[config.mk]
export PLATFORM = sky130hd
export DESIGN_NAME = grid_cursor_flat
export DESIGN_NICKNAME = d
export VERILOG_FILES = /design/src/rtl/grid_cursor_if.sv /design/src/rtl/grid_cursor.sv /design/src/flat_wrapper.sv
export SDC_FILE = /design/constraint.sdc
export NUM_CORES = 1
export LEC_CHECK = 0
export ABC_AREA = 1
export BUFFER_PORTS_ARGS = -buffer_cell sky130_fd_sc_hd__buf_2
export CORE_AREA = 2 2 44 46
export CTS_BUF_LIST = sky130_fd_sc_hd__clkbuf_8
export DETAILED_ROUTE_END_ITERATION = 16
export DIE_AREA = 0 0 46 48
export HOLD_SLACK_MARGIN = 0.12
export PLACE_DENSITY = 0.93
export SLEW_MARGIN = 20
export SYNTH_ARGS = -nofsm -noshare
export SYNTH_HDL_FRONTEND = slang
export SYNTH_SLANG_ARGS = --single-unit
[constraint.sdc]
create_clock -name clk -period 2.8 [get_ports clk]
set_input_delay 0.28 -clock clk [delete_from_list [all_inputs] [get_ports clk]]
set_output_delay 0.28 -clock clk [all_outputs]
set_load 0.01 [all_outputs]
[src/rtl/grid_cursor_if.sv]
// Joystick-sample / cursor-position bundle between the sampler, grid_cursor and the board logic.
// The master drives the samples and the enable; the slave returns the cursor position and event pulses.
interface grid_cursor_if #(
  parameter int DATA_W = 10,
  parameter int COLS   = 3,
  parameter int ROWS   = 3,
  parameter int POS_W  = $clog2(COLS*ROWS)
);
  logic [DATA_W-1:0]        Xdata;
  logic [DATA_W-1:0]        Ydata;
  logic                     enable;
  logic [$clog2(COLS)-1:0]  Xpos;
  logic [$clog2(ROWS)-1:0]  Ypos;
  logic [POS_W-1:0]         position;
  logic                     move_pulse;
  logic                     bump_pulse;

  modport master (
    output Xdata, Ydata, enable,
    input  Xpos, Ypos, position, move_pulse, bump_pulse
  );

  modport slave (
    input  Xdata, Ydata, enable,
    output Xpos, Ypos, position, move_pulse, bump_pulse
  );
endinterface

[src/rtl/grid_cursor.sv]
// Joystick-to-grid cursor: decodes a deflection into one of four directions and steps a
// COLS x ROWS cursor on release, with optional hold-to-repeat, edge wrap and move/bump pulses.
module grid_cursor #(
  parameter int COLS         = 3,
  parameter int ROWS         = 3,
  parameter int DATA_W       = 10,
  parameter int LOW_THRESH   = 200,
  parameter int HIGH_THRESH  = 800,
  parameter int WRAP         = 0,
  parameter int REPEAT_DELAY = 0,
  parameter int REPEAT_RATE  = 1,
  parameter int POS_W        = $clog2(COLS*ROWS)
) (
  input logic         clk,
  input logic         rst,
  grid_cursor_if.slave bus
);
  localparam int X_W     = $clog2(COLS);
  localparam int Y_W     = $clog2(ROWS);
  localparam int CNT_MAX = (REPEAT_DELAY > REPEAT_RATE) ? REPEAT_DELAY : REPEAT_RATE;
  localparam int CNT_W   = (CNT_MAX < 2) ? 1 : $clog2(CNT_MAX);

  localparam logic [DATA_W-1:0] LOW        = DATA_W'(LOW_THRESH);
  localparam logic [DATA_W-1:0] HIGH       = DATA_W'(HIGH_THRESH);
  localparam logic [X_W-1:0]    X_LAST     = X_W'(COLS - 1);
  localparam logic [Y_W-1:0]    Y_LAST     = Y_W'(ROWS - 1);
  localparam logic [X_W-1:0]    X_CENTRE   = X_W'((COLS - 1) / 2);
  localparam logic [Y_W-1:0]    Y_CENTRE   = Y_W'((ROWS - 1) / 2);
  localparam logic [CNT_W-1:0]  DELAY_LAST = CNT_W'(REPEAT_DELAY - 1);
  localparam logic [CNT_W-1:0]  RATE_LAST  = CNT_W'(REPEAT_RATE - 1);

  typedef enum logic [1:0] {NEUTRAL = 2'd0, HELD = 2'd1, REPEAT = 2'd2} state_t;
  typedef enum logic [1:0] {DIR_DOWN = 2'd0, DIR_UP = 2'd1, DIR_LEFT = 2'd2, DIR_RIGHT = 2'd3} dir_t;

  state_t            state_reg, state_next;
  dir_t              dir_reg, dir_next, dir_decoded;
  logic [CNT_W-1:0]  cnt_reg, cnt_next;
  logic [X_W-1:0]    xpos_reg, xpos_next;
  logic [Y_W-1:0]    ypos_reg, ypos_next;
  logic              move_reg, move_next;
  logic              bump_reg, bump_next;
  logic              do_move;
  logic              x_hi, x_lo, y_hi, y_lo, deflected, centred;

  // Samples equal to a threshold are neither centred nor deflected.
  always_comb begin
    x_hi      = bus.Xdata > HIGH;
    x_lo      = bus.Xdata < LOW;
    y_hi      = bus.Ydata > HIGH;
    y_lo      = bus.Ydata < LOW;
    deflected = x_hi | x_lo | y_hi | y_lo;
    centred   = (bus.Xdata > LOW) && (bus.Xdata < HIGH) &&
                (bus.Ydata > LOW) && (bus.Ydata < HIGH);
    if (y_hi)      dir_decoded = DIR_DOWN;
    else if (y_lo) dir_decoded = DIR_UP;
    else if (x_hi) dir_decoded = DIR_LEFT;
    else           dir_decoded = DIR_RIGHT;
  end

  always_comb begin
    state_next = state_reg;
    dir_next   = dir_reg;
    cnt_next   = cnt_reg;
    do_move    = 1'b0;
    if (!bus.enable) begin
      state_next = NEUTRAL;
      cnt_next   = '0;
    end else begin
      case (state_reg)
        NEUTRAL: begin
          if (deflected) begin
            dir_next   = dir_decoded;
            state_next = HELD;
            cnt_next   = '0;
          end
        end
        HELD: begin
          if (centred) begin
            do_move    = 1'b1;
            state_next = NEUTRAL;
            cnt_next   = '0;
          end else if (REPEAT_DELAY != 0) begin
            if (cnt_reg == DELAY_LAST) begin
              do_move    = 1'b1;
              state_next = REPEAT;
              cnt_next   = '0;
            end else begin
              cnt_next = cnt_reg + CNT_W'(1);
            end
          end
        end
        REPEAT: begin
          if (centred) begin
            state_next = NEUTRAL;
            cnt_next   = '0;
          end else if (cnt_reg == RATE_LAST) begin
            do_move  = 1'b1;
            cnt_next = '0;
          end else begin
            cnt_next = cnt_reg + CNT_W'(1);
          end
        end
        default: begin
          state_next = NEUTRAL;
          cnt_next   = '0;
        end
      endcase
    end
  end

  // A blocked step at an edge becomes a bump instead of a move when wrapping is off.
  always_comb begin
    xpos_next = xpos_reg;
    ypos_next = ypos_reg;
    move_next = 1'b0;
    bump_next = 1'b0;
    if (do_move) begin
      move_next = 1'b1;
      case (dir_reg)
        DIR_DOWN: begin
          if (ypos_reg != '0)   ypos_next = ypos_reg - Y_W'(1);
          else if (WRAP != 0)   ypos_next = Y_LAST;
          else begin            move_next = 1'b0; bump_next = 1'b1; end
        end
        DIR_UP: begin
          if (ypos_reg != Y_LAST) ypos_next = ypos_reg + Y_W'(1);
          else if (WRAP != 0)     ypos_next = '0;
          else begin              move_next = 1'b0; bump_next = 1'b1; end
        end
        DIR_LEFT: begin
          if (xpos_reg != '0)   xpos_next = xpos_reg - X_W'(1);
          else if (WRAP != 0)   xpos_next = X_LAST;
          else begin            move_next = 1'b0; bump_next = 1'b1; end
        end
        default: begin
          if (xpos_reg != X_LAST) xpos_next = xpos_reg + X_W'(1);
          else if (WRAP != 0)     xpos_next = '0;
          else begin              move_next = 1'b0; bump_next = 1'b1; end
        end
      endcase
    end
  end

  always_ff @(posedge clk) begin
    if (rst) begin
      state_reg <= NEUTRAL;
      dir_reg   <= DIR_DOWN;
      cnt_reg   <= '0;
      xpos_reg  <= X_CENTRE;
      ypos_reg  <= Y_CENTRE;
      move_reg  <= 1'b0;
      bump_reg  <= 1'b0;
    end else begin
      state_reg <= state_next;
      dir_reg   <= dir_next;
      cnt_reg   <= cnt_next;
      xpos_reg  <= xpos_next;
      ypos_reg  <= ypos_next;
      move_reg  <= move_next;
      bump_reg  <= bump_next;
    end
  end

  assign bus.Xpos       = xpos_reg;
  assign bus.Ypos       = ypos_reg;
  assign bus.position   = POS_W'(COLS * int'(ypos_reg) + int'(xpos_reg));
  assign bus.move_pulse = move_reg;
  assign bus.bump_pulse = bump_reg;
endmodule

[src/flat_wrapper.sv]
// flat-port wrapper written by rule: the top's interface ports become plain ports
module grid_cursor_flat 
#(
  parameter int COLS         = 3,
  parameter int ROWS         = 3,
  parameter int DATA_W       = 10,
  parameter int LOW_THRESH   = 200,
  parameter int HIGH_THRESH  = 800,
  parameter int WRAP         = 0,
  parameter int REPEAT_DELAY = 0,
  parameter int REPEAT_RATE  = 1,
  parameter int POS_W        = $clog2(COLS*ROWS)
)
  (clk, rst, bus_Xdata, bus_Ydata, bus_enable, bus_Xpos, bus_Ypos, bus_position, bus_move_pulse, bus_bump_pulse);
  grid_cursor_if #(.DATA_W(DATA_W), .COLS(COLS), .ROWS(ROWS), .POS_W(POS_W)) bus_i ();
  input logic clk;
  input logic rst;
  input wire logic [$bits(bus_i.Xdata)-1:0] bus_Xdata;
  input wire logic [$bits(bus_i.Ydata)-1:0] bus_Ydata;
  input wire logic [$bits(bus_i.enable)-1:0] bus_enable;
  output wire logic [$bits(bus_i.Xpos)-1:0] bus_Xpos;
  output wire logic [$bits(bus_i.Ypos)-1:0] bus_Ypos;
  output wire logic [$bits(bus_i.position)-1:0] bus_position;
  output wire logic [$bits(bus_i.move_pulse)-1:0] bus_move_pulse;
  output wire logic [$bits(bus_i.bump_pulse)-1:0] bus_bump_pulse;
  assign bus_i.Xdata = bus_Xdata;
  assign bus_i.Ydata = bus_Ydata;
  assign bus_i.enable = bus_enable;
  assign bus_Xpos = bus_i.Xpos;
  assign bus_Ypos = bus_i.Ypos;
  assign bus_position = bus_i.position;
  assign bus_move_pulse = bus_i.move_pulse;
  assign bus_bump_pulse = bus_i.bump_pulse;
  grid_cursor #(.COLS(COLS), .ROWS(ROWS), .DATA_W(DATA_W), .LOW_THRESH(LOW_THRESH), .HIGH_THRESH(HIGH_THRESH), .WRAP(WRAP), .REPEAT_DELAY(REPEAT_DELAY), .REPEAT_RATE(REPEAT_RATE), .POS_W(POS_W)) u_core (.clk(clk), .rst(rst), .bus(bus_i));
endmodule
Yosys cells after proc, flatten, opt, wreduce, memory -nomap -nowiden --
Cells that the tools add are included.
Cells by class: reductions and logical operators 18, order comparisons 8, multiply operators 1, bitwise operators 6, add/subtract/negate cells 6, shift operators 0, mux-type cells 32, divide/modulo/power cells 0, equal/unequal tests 12
Operators with widths (number):
- > comparator 10 bit (second input constant) | 2
- > comparator 10 x 8 -> 1 bit (second input constant) | 2
- < comparator 10 bit (second input constant) | 2
- < comparator 10 x 8 -> 1 bit (second input constant) | 2
- 2-to-1 mux 1 bit | 17
- 2-to-1 mux 2 bit | 8
- inequality test 2 x 1 -> 1 bit (second input constant) | 6
- case mux 2 bit (2 select lines) | 3
- case mux 1 bit (3 select lines) | 3
- AND reduction 4 bit | 2
- nonzero test 2 bit | 4
- OR reduction 2 bit | 4
- adder 2 x 1 -> 2 bit (second input constant) | 2
- adder 4 x 3 -> 4 bit | 1
- == test 2 x 1 -> 1 bit (second input constant) | 2
- == test 2 bit (second input constant) | 2
- logical NOT 2 bit | 2
- multiplier 2 x 2 -> 4 bit (first input constant) | 1
- inequality test 2 bit (second input constant) | 2
- AND reduction 2 bit | 2
- subtractor 2 x 1 -> 2 bit (second input constant) | 2
- logical AND 1 bit | 3
- inverter 1 bit | 3
- bitwise OR 1 bit | 3
- other kinds (3) | 3
Storage, ports and cells: bits in writable memories 0, bits in read-only memories 0, bits in latches 0, output and inout bits 10, register bits 11, input port bits 23, memories kept 0, word-level logic and storage cells 90

Depth between registers and ports, before layout --
depth in word-level cells 9, mapped depth 10, mapped depth without buffers 10

Worst setup path after synthesis --
No wires, ideal clock.
path kind flip-flop to output port, from reg u_core.ypos_reg[1], in the netlist u_core.bus.Ypos[1], to out bus_position[2], buffers on the path 0, required time 2520 ps, setup slack 900 ps, stages on the path, launching flop included 6, data arrival time 1620 ps, path through dfxtp_1 fa_1 ha_1 inv_1 fa_1 inv_1
Between the ends: word-level cells in the longest chain between the ends 2
RTL lines:
- from (decl) | line grid_cursor.sv:39 | logic [Y_W-1:0] ypos_reg, ypos_next;
- from (signal assigned) | line grid_cursor.sv:158 | ypos_reg <= ypos_next;
- multiplier 2 x 2 -> 4 bit | line grid_cursor.sv:166 | assign bus.position = POS_W'(COLS * int'(ypos_reg) + int'(xpos_reg));
- adder 4 x 3 -> 4 bit | line grid_cursor.sv:166
- to (decl) | line flat_wrapper.sv:23 | output wire logic [$bits(bus_i.position)-1:0] bus_position;
No other way between the ends.

Worst setup path in the final report --
from reg u_core.ypos_reg[0], in the netlist u_core.bus.Ypos[0], to out bus_position[2]
The elaborated chain is that of the path after synthesis.

==> reports/qor.csv <==
stage;metric;value;unit
critical_path;R2R depth;6;
cells_and_area;antenna cell count;0;
clock_network;Post-CTS Setup Repair Bufs;0;
global_route;first-pass GRT wire length;3.43;mm
global_route;vias in the first global route;901;
routing;First-pass DRT Iterations;5;
sta;final setup fails;0;
yosys;Yosys reg bits;9;
sta;Layout Skew;0.00214;ns
routing;residual DRC count;0;
sta;Slew @ Worst Pin;0.311;ns
critical_path;CP Capture Type;primary output;
placed_design;Placed Instances;192;
yosys;Post-Syn Nets;173;
power;sw power;0.119;mW
clock_network;Num Clock Sinks;9;
routing;vias per cell;5.00;
power;leakage;0.647;nW
clock_network;Clock transition at path regs;0.05;ns
sta;Max transition margin;79.2;%
cells_and_area;area taken by multi-input logic gates;581;um^2
sta;final setup TNS;0;ns
routing;vias;980;
sta;RSZ-0062 raised after global routing;no;
yosys;synth unique cells;24;
routing;routed length per instance;10.4;um
min_path;Hold Crit Class;input port to register;
yosys;Cells after Synth;144;
yosys;Avg Inst Size Synth;6.14;um^2
yosys;Synth Area in Compound Gates;8.63;%
cells_and_area;Fill cells;159;
yosys;post-synthesis xor/xnor area fraction;2.97;%
yosys;yosys warns;0;
critical_path;r2r startpoint;u_core.bus.Ypos[0];
power;sw frac;30.5;%
sta;fin crit period;2.27;ns
critical_path;critical-path maximum fanout;5;
power;clock power share;38.5;%
placed_design;Routability Congestion;0.866;
cells_and_area;post-route insts no fill;196;
global_route;initial antenna violation count;0;
outcome;status;finished clean;
routing;Detailed Route Iter0 Violations;25;
global_route;largest net degree at the start of global routing;9;
global_route;Tot GR Track Use;21.7;%
sta;period utilization;81.0;%
clock_network;hold_buf cts;0;
cells_and_area;FF+latch area;180;um^2
sta;max-slew violations;0;
critical_path;CP required;2.52;ns
min_path;Hold Path Cell Cnt;2;
min_path;min-delay src;rst;
clock_network;CTS H-tree lvls;1;
yosys;post-synthesis simple-gate area fraction;43.8;%
floorplanning;Die ar.;0.00221;mm^2
clock_network;clock buffer depth;2;
critical_path;r2r endpoint;u_core.bus.Ypos[0];
critical_path;Crit path arrival time;1.99;ns
clock_network;Skew-Pair Late Insertion Delay;0.23;ns
critical_path;R2R Setup Slk;1.28;ns
flow_run;max cap viols;0;
cells_and_area;Layout area overhead;24.9;%
critical_path;nature of the critical path startpoint;register;
sta;final hold violations;0;
power;Pwr Density;353;mW/mm^2
clock_network;CTS tree;yes;
floorplanning;Die X;46;um
routing;drt total wl;2.04;mm
min_path;WHS Endpoint;u_core.bus.Ypos[1];
floorplanning;core area;0.00169;mm^2
cells_and_area;Final #Nets;209;
power;combinational group share of total power;25.7;%
yosys;Synth Area in Adders;10.2;%
sta;worst hold slack;0.299;ns
placed_design;IO buf count;32;
clock_network;CTS resizes;0;
yosys;mapped cell area;885;um^2
routing;Final ANT Viol Nets;0;
clock_network;clock root cell;clkbuf_8;
critical_path;critical path type;register to primary output;
floorplanning;row count;15;
sta;fmax;0.441;GHz
yosys;sequential area share after synthesis;20.4;%
power;worst vdd ir;0.201;mV
floorplanning;Initial Utilization;52.4;%
global_route;grt ovf;0;
cells_and_area;layout cell share with drive strength beyond 1;26.8;%
clock_network;TritonCTS buffer count;3;
placed_design;hpwl dp;1.71;mm
power;P_int;0.271;mW
floorplanning;Top Ports;33;
floorplanning;Die H;48;um
yosys;mux contribution to synthesized area;0;%
yosys;largest family of logic cells by synthesized area;simple AND/OR/NAND/NOR gates;
power;sequential share of power;35.8;%
[worst max path at each step]
| stage | startpoint | end | slack [ns] |
|---|---|---|---|
| 2_1_floorplan | u_core.bus.Ypos[1] | bus_position[2] | 0.90 |
| 3_3_place_gp | u_core.bus.Ypos[0] | bus_position[2] | 0.85 |
| 3_5_place_dp | u_core.bus.Ypos[0] | bus_position[2] | 0.77 |
| 4_1_cts | u_core.bus.Ypos[0] | bus_position[2] | 0.53 |
| 5_1_grt | u_core.bus.Xpos[1] | bus_position[2] | 0.45 |
| 6_report | u_core.bus.Ypos[0] | bus_position[2] | 0.53 |
[cell type report]
cell class / instances / area share [%]
clock buffers: 3 / 3.74
clock inverters: 1 / 0.453
inverters: 31 / 10.5
multi-input cells: 103 / 52.5
flip-flops and latches: 9 / 16.3
well taps: 17 / 1.93
repair buffers: 32 / 14.5
[worst max-delay path, stage by stage, from the launching register on]
cell	delay, ns
dfxtp_1	0.36
fa_1	0.57
ha_1	0.15
inv_1	0.05
fa_1	0.47
inv_1	0.03
buf_2	0.12
[placed cells by master, fill, tap and decap left out]
cell / netlist / routed
nor2_1: 23 / 23
nand3_1: 12 / 12
nand4_1: 4 / 4
nand3_2: 5 / 5
inv_2: 1 / 1
a21oi_1: 7 / 7
o21ai_0: 3 / 3
clkinv_2: 0 / 1
a21oi_2: 1 / 1
dfxtp_1: 9 / 9
buf_2: 0 / 32
clkinv_1: 1 / 1
nand2_2: 2 / 2
nand2_1: 30 / 30
clkbuf_8: 0 / 3
nor3_4: 1 / 1
inv_1: 29 / 29
o21bai_2: 1 / 1
and2_1: 1 / 1
o22ai_1: 1 / 1
nor2_2: 1 / 1
fa_1: 2 / 2
nand3b_1: 1 / 1
xor2_1: 3 / 3
nor3_1: 1 / 1
ha_1: 4 / 4
[Yosys cell counts]
cell type,number,area share [%]
xor2_1,3,3.0
nand2_1,30,13
nand3_2,5,5.7
o21bai_2,1,1.3
nand2_2,2,1.4
inv_1,29,12
fa_1,2,4.5
nand3_1,12,6.8
ha_1,4,5.7
nor3_1,1,0.57
inv_2,1,0.42
a21oi_2,1,0.99
a21oi_1,7,4.0
nor3_4,1,1.8
and2_1,1,0.71
nor2_2,1,0.71
nand4_1,4,2.8
o21ai_0,3,1.7
clkinv_1,1,0.42
nand3b_1,1,0.85
dfxtp_1,9,20
nor2_1,23,9.8
buf_4,1,0.85
o22ai_1,1,0.71
[layer usage]
metal / vias up / share of wire (%) / global-route usage [%]
li1: 520 / - / -
met1: 430 / 41 / 23.0
met2: 28 / 52 / 41.1
met3: 2 / 5.5 / 6.79
met4: 0 / 1.0 / 5.71
met5: - / 0 / 0
[power groups by stage]
stage	Combinational [mW]	Sequential, mW	Clock (mW)
after floorplan	0.0664	0.139	0
after global placement	0.0950	0.141	0
after detailed placement	0.0998	0.142	0
after CTS	0.101	0.139	0.153
after global routing	0.114	0.140	0.163
final	0.100	0.140	0.150
[cells by family (layout without fill, tap and decap cells)]
kind of cell,count (synthesis),after routing
AND/OR/NAND/NOR,81,81
buffers and inverters,32,67
AO/OA/AOI/OAI,13,13
flip-flops,9,9
adder cells (fa/ha/maj),6,6
XOR/XNOR,3,3
[per-stage QoR]
stage                     power (mW)  worst slack (ns)  cell area [um^2]  utilization, %
after floorplan                0.206             0.900               885               -
after global placement         0.236             0.847              1060            62.7
final                          0.391             0.533              1100            65.4
after CTS                      0.394             0.526              1100            65.4
after detailed placement       0.242             0.771              1060            62.7
after global routing           0.417             0.453              1100            65.4
Power figures use the tool's default switching activity.
